`config.mk`:
```
export PLATFORM = sky130hd
export DESIGN_NAME = vse_store_unit
export DESIGN_NICKNAME = d
export VERILOG_FILES = /design/src/rtl/vec_pkg.sv /design/src/rtl/vse_decode.sv /design/src/rtl/vse_store_unit.sv
export SDC_FILE = /design/constraint.sdc
export NUM_CORES = 2
export LEC_CHECK = 0
export ABC_AREA = 1
export BUFFER_PORTS_ARGS = -buffer_cell sky130_fd_sc_hd__buf_2
export CAP_MARGIN = 20
export CELL_PAD_IN_SITES_DETAIL_PLACEMENT = 1
export CELL_PAD_IN_SITES_GLOBAL_PLACEMENT = 1
export CORE_AREA = 8 8 484 486
export DETAILED_ROUTE_END_ITERATION = 7
export DIE_AREA = 0 0 492 494
export PLACE_DENSITY = 0.65
export SYNTH_ARGS = -nofsm -noshare
export SYNTH_HDL_FRONTEND = slang
export SYNTH_HIERARCHICAL = 1
export SYNTH_SLANG_ARGS = --single-unit
export TNS_END_PERCENT = 5
```
`constraint.sdc`:
```
create_clock -name clock -period 4.3 [get_ports clock]
set_input_delay 0.86 -clock clock [delete_from_list [all_inputs] [get_ports clock]]
set_output_delay 0.86 -clock clock [all_outputs]
set_load 0.05 [all_outputs]
```
`src/rtl/vec_pkg.sv`:
```
// Shared vector-unit definitions used by both the vector load and store paths.
package vec_pkg;

  localparam int VLEN     = 1024;
  localparam int ELEN     = 32;
  localparam int NUM_ELEM = VLEN / ELEN;
  localparam int ADDR_W   = 64;

  localparam logic [6:0] OP_STORE_FP = 7'b010_0111;
  localparam logic [2:0] W32         = 3'b110;
  localparam logic [1:0] MOP_UNIT    = 2'b00;

  typedef enum logic [1:0] {
    IDLE = 2'd0,
    READ = 2'd1,
    SEND = 2'd2,
    DONE = 2'd3
  } state_e;

  // An element is written when it lies inside vl and is either unmasked or enabled in v0.
  function automatic logic elem_active(input logic [5:0]          idx,
                                       input logic [5:0]          vl,
                                       input logic                vm,
                                       input logic [NUM_ELEM-1:0] mask);
    return (idx < vl) && (vm || mask[idx[4:0]]);
  endfunction

endpackage

```
`src/rtl/vse_decode.sv`:
```
// Combinational decode of a unit-stride vse32 store: recognises the encoding and
// extracts the source register and mask-enable bit.
module vse_decode (
  input  logic [31:0] instr_i,
  output logic        is_vse32_o,
  output logic [4:0]  vs3_o,
  output logic        vm_o
);
  import vec_pkg::*;

  logic unused_bits;

  assign is_vse32_o = (instr_i[6:0] == OP_STORE_FP) &&
                      (instr_i[14:12] == W32) &&
                      (instr_i[27:26] == MOP_UNIT);
  assign vs3_o      = instr_i[11:7];
  assign vm_o       = instr_i[25];

  // nf, mew, sumop and rs1 do not influence this unit.
  assign unused_bits = ^{instr_i[31:28], instr_i[24:15]};

endmodule

```
`src/rtl/vse_store_unit.sv`:
```
// Unit-stride vse32 store engine: snapshots a vector register into a private buffer
// and drains it element by element over a valid/ready memory write channel.
module vse_store_unit #(
  parameter int VLEN   = 1024,
  parameter int ELEN   = 32,
  parameter int ADDR_W = 64
) (
  input  logic                   clock,
  input  logic                   reset,
  input  logic                   instr_valid,
  input  logic [31:0]            instr,
  output logic                   instr_ready,
  input  logic [ADDR_W-1:0]      base_addr,
  input  logic [5:0]             vl,
  input  logic [VLEN/ELEN-1:0]   v0_mask,
  output logic [4:0]             vreg_raddr,
  input  logic [VLEN-1:0]        vreg_rdata,
  output logic                   mem_wvalid,
  input  logic                   mem_wready,
  output logic [ADDR_W-1:0]      mem_waddr,
  output logic [ELEN-1:0]        mem_wdata,
  output logic                   done
);
  import vec_pkg::*;

  localparam int N_ELEM = VLEN / ELEN;

  state_e              state_q, state_d;
  logic [5:0]          idx_q, idx_d;
  logic [ADDR_W-1:0]   base_q, base_d;
  logic [5:0]          vl_q, vl_d;
  logic                vm_q, vm_d;
  logic [N_ELEM-1:0]   mask_q, mask_d;
  logic [VLEN-1:0]     buf_q, buf_d;
  logic [4:0]          raddr_q, raddr_d;
  logic                ready_q, ready_d;
  logic                wvalid_q, wvalid_d;
  logic                done_q, done_d;
  logic [ADDR_W-1:0]   waddr_q, waddr_d;
  logic [ELEN-1:0]     wdata_q, wdata_d;

  logic                dec_is_vse32;
  logic [4:0]          dec_vs3;
  logic                dec_vm;

  vse_decode u_decode (
    .instr_i    (instr),
    .is_vse32_o (dec_is_vse32),
    .vs3_o      (dec_vs3),
    .vm_o       (dec_vm)
  );

  // Next-state logic: sequencing, operand latching and buffer capture.
  always_comb begin
    state_d = state_q;
    idx_d   = idx_q;
    base_d  = base_q;
    vl_d    = vl_q;
    vm_d    = vm_q;
    mask_d  = mask_q;
    buf_d   = buf_q;
    raddr_d = raddr_q;
    case (state_q)
      IDLE: begin
        if (instr_valid && dec_is_vse32) begin
          state_d = READ;
          base_d  = base_addr;
          vl_d    = vl;
          vm_d    = dec_vm;
          mask_d  = v0_mask;
          raddr_d = dec_vs3;
        end else begin
          state_d = IDLE;
        end
      end
      READ: begin
        buf_d = vreg_rdata;
        idx_d = 6'd0;
        if (vl_q == 6'd0) begin
          state_d = DONE;
        end else begin
          state_d = SEND;
        end
      end
      SEND: begin
        // A skipped element retires immediately; an offered one waits for the handshake.
        if (!wvalid_q || mem_wready) begin
          if ((idx_q + 6'd1) == vl_q) begin
            state_d = DONE;
          end else begin
            idx_d = idx_q + 6'd1;
          end
        end else begin
          state_d = SEND;
        end
      end
      DONE: begin
        state_d = IDLE;
        idx_d   = 6'd0;
      end
      default: begin
        state_d = IDLE;
        idx_d   = 6'd0;
      end
    endcase
  end

  // Output pre-computation so every interface output comes straight from a flop.
  always_comb begin
    ready_d  = (state_d == IDLE);
    done_d   = (state_d == DONE);
    wvalid_d = (state_d == SEND) && elem_active(idx_d, vl_q, vm_q, mask_q);
    if (wvalid_d) begin
      waddr_d = base_q + {{(ADDR_W-8){1'b0}}, idx_d, 2'b00};
      wdata_d = buf_d[ELEN*int'(idx_d[4:0]) +: ELEN];
    end else begin
      waddr_d = {ADDR_W{1'b0}};
      wdata_d = {ELEN{1'b0}};
    end
  end

  // State and output registers with synchronous reset.
  always_ff @(posedge clock) begin
    if (reset) begin
      state_q  <= IDLE;
      idx_q    <= 6'd0;
      base_q   <= {ADDR_W{1'b0}};
      vl_q     <= 6'd0;
      vm_q     <= 1'b0;
      mask_q   <= {N_ELEM{1'b0}};
      buf_q    <= {VLEN{1'b0}};
      raddr_q  <= 5'd0;
      ready_q  <= 1'b1;
      wvalid_q <= 1'b0;
      done_q   <= 1'b0;
      waddr_q  <= {ADDR_W{1'b0}};
      wdata_q  <= {ELEN{1'b0}};
    end else begin
      state_q  <= state_d;
      idx_q    <= idx_d;
      base_q   <= base_d;
      vl_q     <= vl_d;
      vm_q     <= vm_d;
      mask_q   <= mask_d;
      buf_q    <= buf_d;
      raddr_q  <= raddr_d;
      ready_q  <= ready_d;
      wvalid_q <= wvalid_d;
      done_q   <= done_d;
      waddr_q  <= waddr_d;
      wdata_q  <= wdata_d;
    end
  end

  assign instr_ready = ready_q;
  assign vreg_raddr  = raddr_q;
  assign mem_wvalid  = wvalid_q;
  assign mem_waddr   = waddr_q;
  assign mem_wdata   = wdata_q;
  assign done        = done_q;

endmodule

```
* Yosys cells after proc, flatten, opt, wreduce, memory -nomap -nowiden *
Index checks and enable logic that the tools add are counted.

cells by class
  add/sub/neg operators = 2
  shifts and indexed selects = 1
  $lt $le $gt $ge = 2
  mux-type cells = 11
  bitwise gates (word level) = 1
  eq/ne operators = 8
  reduce and logical (&&, ||, !) cells = 15

operator list
  cell                 number
  $mux 1024            1
  $shiftx 1024x11->32  1
  $add 64x8->64        1
  $mux 6               2
  $pmux 6 s2           1
  $eq 2x2->1 const B   4
  $pmux 2 s4           1
  $eq 7x6->1 const B   1
  $add 6x1->6 const B  1
  $eq 6x6->1           1
  $logic_not 2->1      3
  $logic_not 6->1      1
  $lt 5x6->1 const B   1
  $lt 6x6->1           1
  $bmux 1 s5           1
  $logic_and 1x1->1    5
  $mux 2               2
  $reduce_or 2->1      2
  $eq 3x3->1 const B   1
  $mux 1               3
  $eq 2x1->1 const B   1
  $logic_or 1x1->1     2
  $reduce_and 2->1     1
  $logic_not 1->1      1
  $not 1->1            1

word-level totals
  output and inout port bits = 104
  input port bits = 1162
  register bits after elaboration = 1239

* Depth between registers and ports, before layout *
  depth in word-level cells = 12
  mapped depth = 33
  gate-level depth less buffers = 31

* Hierarchy *
Netlist, hierarchy kept.

by module, submodules not included
  module          cells an instance  area each (µm²)  instances  sequential area each (µm²)
  vse_store_unit  6825               54990.2          1          24803.8
  vse_decode      19                 100.1            1          0.0

* Worst setup path after synthesis *
Ideal clock, no wire load.

  path kind = flip-flop to flip-flop
  start point = register idx_q[0]
  end point = register waddr_q[62] (netlist: mem_waddr[62])
  data required time = 4.188 ns
  data arrival time = 4.306 ns
  cell stages (with the launch flop) = 31
  slack = -0.118 ns
  cell sequence = dfxtp_1 > ha_1 > nand2_1 > nand2_1 > nand2_1 > nand2_1 > nand2_1 > nor2_2 > nand3_4 > nand4_2 > nand3_4 > inv_4 > buf_6 > buf_6 > buf_2 > ha_1 > fa_1 > a21oi_1 > o21ai_0 > a31oi_1 > nor2_1 > nand2_1 > nor2_1 > nand4_1 > nor2_1 > nand3_1 > nor2_1 > nand3_1 > xor2_1 > inv_1 > nor2_2

on the way
  cells in the longest elaborated chain, start to end = 12
  elaborated cells between the ends (all ways) = 18
  classes of those cells = 2 x add/sub; 1 x order compare; 2 x eq/ne; 8 x mux; 1 x bitwise; 4 x reduce/logical

ends and longest elaborated chain
  item                                                   RTL line                                    RTL
  start: declaration                                     vse_store_unit.sv:29                        logic [5:0] idx_q, idx_d;
  start signal: assignment                               vse_store_unit.sv:140                       idx_q <= idx_d;
  $add 6x1->6                                            vse_store_unit.sv:88, vse_store_unit.sv:91
  $eq 6x6->1                                             vse_store_unit.sv:88                        if ((idx_q + 6'd1) == vl_q) begin
  $mux 6                                                 vse_store_unit.sv:88
  $mux 6                                                 vse_store_unit.sv:87                        if (!wvalid_q || mem_wready) begin
  $pmux 6 s2 *                                           vse_store_unit.sv:63                        case (state_q)
  via idx_d[0]                                           vse_store_unit.sv:29
  branches (longest 7 deep; another with $add 64x8->64)  n/a
  end signal: assignment                                 vse_store_unit.sv:136                       waddr_q <= {ADDR_W{1'b0}};
  end signal: assignment                                 vse_store_unit.sv:150                       waddr_q <= waddr_d;
  end: declaration                                       vse_store_unit.sv:39                        logic [ADDR_W-1:0] waddr_q, waddr_d;

Mark *: on every way through the listed nets, which the timed path passes. The select of a mux whose other input is x is not followed.
A chain may end at the register's enable or synchronous reset.

* Worst setup path in the final report *
  start point = register idx_q[1]
  end point = register wdata_q[18] (netlist: mem_wdata[18])

on the way
  cells in the longest elaborated chain, start to end = 12
  elaborated cells between the ends (all ways) = 18
  classes of those cells = 1 x add/sub; 1 x order compare; 2 x eq/ne; 1 x shift; 8 x mux; 1 x bitwise; 4 x reduce/logical

ends and longest elaborated chain
  item                                                  RTL line               RTL
  branches (longest 12 deep; another with $add 6x1->6)  n/a
  end signal: assignment                                vse_store_unit.sv:137  wdata_q <= {ELEN{1'b0}};
  end signal: assignment                                vse_store_unit.sv:151  wdata_q <= wdata_d;
  end: declaration                                      vse_store_unit.sv:40   logic [ELEN-1:0] wdata_q, wdata_d;

Parallel ways; which one is timed is not known. The select of a mux whose other input is x is not followed.

==> results.cfg <==
[yosys]
synth.net_count = 8024
yosys.area.top_type = dfxtp_1
synth_warnings = 6
ys_seq_area_share_pct = 45.02
synth_edf_count = 0
syn-instance-count = 6844
synth.distinct_cells = 43
synthFlopType = dfxtp_1
async_flop_share_pct = 0
synth_area_leaders = dfxtp_1 (45%), mux2i_1 (19%), nand2_1 (8.9%)
synth_top_area_share_pct = 45.02
synth-seq-cells = 1239
netlist_area_mm2 = 0.05509
avgSynthCellArea_um2 = 8.049

[worst_hold_path]
min_to = buf_q[92]$_SDFF_PP0_
hp-class = primary input to flop
hold_depth = 3
min_from = vreg_rdata[92]

[floorplan]
ios = 1266
coreArea_mm2 = 0.2264
die_w_um = 492
rows = 175
die-area_mm2 = 0.2430
start_util_pct = 24.33
die_y_um = 494

[power_and_ir_drop]
peakVddDrop_uv = 383.7
p_leak_nw = 30.02
power_density_mw_per_mm2 = 511.2

[timing]
setup_ws_ps = 181.0
clock_skew_ps = 42.80
final-setup-viol-count = 0
slew_headroom_pct = 27.64
fin_crit_sh_pct = 95.79
timing.fmax_mhz = 242.8
slew_violations = 0
finalHoldViolations = 0
period_minus_slack_ps = 4119
timing.setup.tns_ps = 0
worstMarginPinSlew_ps = 1085
grt_setup_unrepaired = yes

[routing]
dr.pass1.iters = 5
wirelength_mm = 283.9
wl_met3_mm = 20.49
top_layer_used = met5
wl_per_cell_um = 25.20
vias = 53290
wl_met2_mm = 131.8
avgViaCountPerCell = 4.731
ant_nets = 0
drt_iter0_markers = 3339
drt-met1-wl_mm = 116.1
drc = 0

[layout]
nets = 9222
drive_above_1_share_pct = 23.02
final_core_util_pct = 31.62
finalNonFillerCells = 11270
synthToLayoutAreaGrowth_pct = 29.97
multi_input_area_mm2 = 0.02737
num-fill-cells = 27370
final_common_cell = nand2_1
final_area_mm2 = 0.07160
register_area_mm2 = 0.02481
layout_common_cells = nand2_1 (1307), buf_2 (1250), dfxtp_1 (1235), nor2_1 (1123), mux2i_1 (1024)

[cts]
cts_tree = built
cts.sink_count = 1239
clk_latency_ps = 820
cts_max_level = 4
numCtsBuffers = 152
clk_pin_slew_ps = 60
cts.hold.buffers_added = 0
clock_path_buffers = 3
cts_root_buf = clkbuf_16

[setup_path]
cp.arrival_ps = 4810
cp-end-kind = flop
start_kind = flop
critPathMaxFanout = 71
critPathKind = flop to flop
timing.rr.end = mem_wdata[18]$_SDFF_PP0_
reg2reg_slack_ps = 180
r2r-start = idx_q[1]$_SDFF_PP0_
cp.required_ps = 4990
reg2reg_depth = 24

[status]
status = completed

[place]
pre_cts_slack_ps = -153.9
dp_cells = 10890
postPlaceCellArea_mm2 = 0.06606
dp.final_hpwl_mm = 220.9
place.gp.congestion = 0.9074
io_buffers = 1251

[grt]
grt_pass1_wl_mm = 396.4
antenna_found_initial = 234
grt_pass1_vias = 55410
gr-total-overflow = 0
grt_util_all_layers_pct = 22.18
grt_max_degree = 203

[run]
drv_cap = 0
-- report_power, final --
| part | switching, W | internal (W) | leakage, nW |
|---|---|---|---|
| clock network | 0.00547 | 0.00759 | 2.43 |
| logic | 0.00750 | 0.00381 | 17.6 |
| registers | 0.000159 | 0.0121 | 9.99 |
| total | 0.0131 | 0.0235 | 30.0 |
-- per-layer routing --
layer	up-vias	track usage, %
met5	-	0
met4	158	10.43
met3	643	6.286
met2	1736	36.76
met1	25770	26.54
li1	24980	-
-- layout make-up --
| type | count | share of cell area (%) |
|---|---|---|
| Antenna cell | 103 | 0.3600 |
| Timing Repair Buffer | 1548 | 13.30 |
| Multi-Input combinational cell | 4876 | 38.22 |
| Clock buffer | 229 | 6.268 |
| Inverter | 225 | 1.227 |
| Clock inverter | 36 | 0.7095 |
| Sequential cell | 1239 | 34.65 |
| Tap cell | 3009 | 5.258 |
-- kinds of logic (layout without fill, tap and decap cells) --
logic type,after synthesis,count (layout),share of synthesized area (%)
AND/OR/NAND/NOR,3551,3551,27.06
flip-flops,1239,1239,45.02
multiplexers,1024,1024,18.61
buffers and inverters,729,2038,5.853
AO/OA/AOI/OAI,225,225,2.110
XOR/XNOR,58,58,0.9221
adder cells (fa/ha/maj),18,18,0.4224
other,0,103,0
-- sequential cells by signal, indices dropped and copies added (netlist names) --
signal,cells
state_q,2
mem_waddr,64
mem_wvalid,1
instr_ready,1
done,1
base_q,64
vl_q,6
idx_q,6
buf_q,1024
vm_q,1
mask_q,32
mem_wdata,32
vreg_raddr,5
-- repair_timing --
item | 4_1_cts | 5_1_grt
endpoints found under the setup margin | 2 | 33
endpoints found under the hold margin | 0 | 0
setup buffers | 0 | 5
pin swaps | 0 | 24
resized for setup | 2 | 56
-- Yosys cell counts, types with 2 or more instances --
cell type and instances:
nand2_2 2, o21ai_0 94, nand3_4 2, a21oi_1 117, buf_2 145, xnor2_1 2, ha_1 17, nor2_1 1137
o21bai_1 3, buf_6 33, nor4_1 15, dfxtp_1 1239, nand3_2 2, buf_4 12, nand4_1 22, clkbuf_1 212
o21ai_1 3, xor2_1 56, nor2_4 10, mux2i_1 1024, nand3_1 979, nand2_4 2, inv_1 215, nor2_2 23
nand2_1 1313, nor3_1 39, inv_2 9, buf_1 101, o211ai_1 2
-- metrics by stage --
step                hold slack [ps]  total power, W
detailed placement            432.9         0.02390
global route                  259.4         0.03845
floorplan                     416.0         0.01895
global placement              426.4         0.02373
finish                        303.5         0.03660
CTS                           180.1         0.03713
-- critical path: stages, from the launching register on --
cell and delay (ps):
dfxtp_2 330, ha_4 260, inv_1 40, nand2_1 50, nand2_1 50, nor2_1 120, nand2_1 80, nor2_2 150
nand3_4 130, nand3_4 110, buf_4 120, nand2_4 50, nand3_4 140, buf_4 220, buf_12 240, buf_4 580
nand2_1 120, nand3_1 140, nand3_1 200, nand3_1 340, nand2_1 100, nand2_1 70, nand2_1 50, inv_1 40
nor2_1 30
-- how the worst max path moves through the flow --
stage                                   start                       end  depth (start not counted)
after floorplan                    mem_wready  mem_waddr[62]$_SDFF_PP0_                         25
after global placement             mem_wready  mem_waddr[59]$_SDFF_PP0_                         22
after detailed placement           mem_wready  mem_waddr[59]$_SDFF_PP0_                         22
after CTS                 idx_q[1]$_SDFF_PP0_  mem_waddr[59]$_SDFF_PP0_                         27
after global routing      idx_q[1]$_SDFF_PP0_  mem_waddr[56]$_SDFF_PP0_                         28
final                     idx_q[1]$_SDFF_PP0_  mem_wdata[18]$_SDFF_PP0_                         24
(Power assumes the default switching activity.)
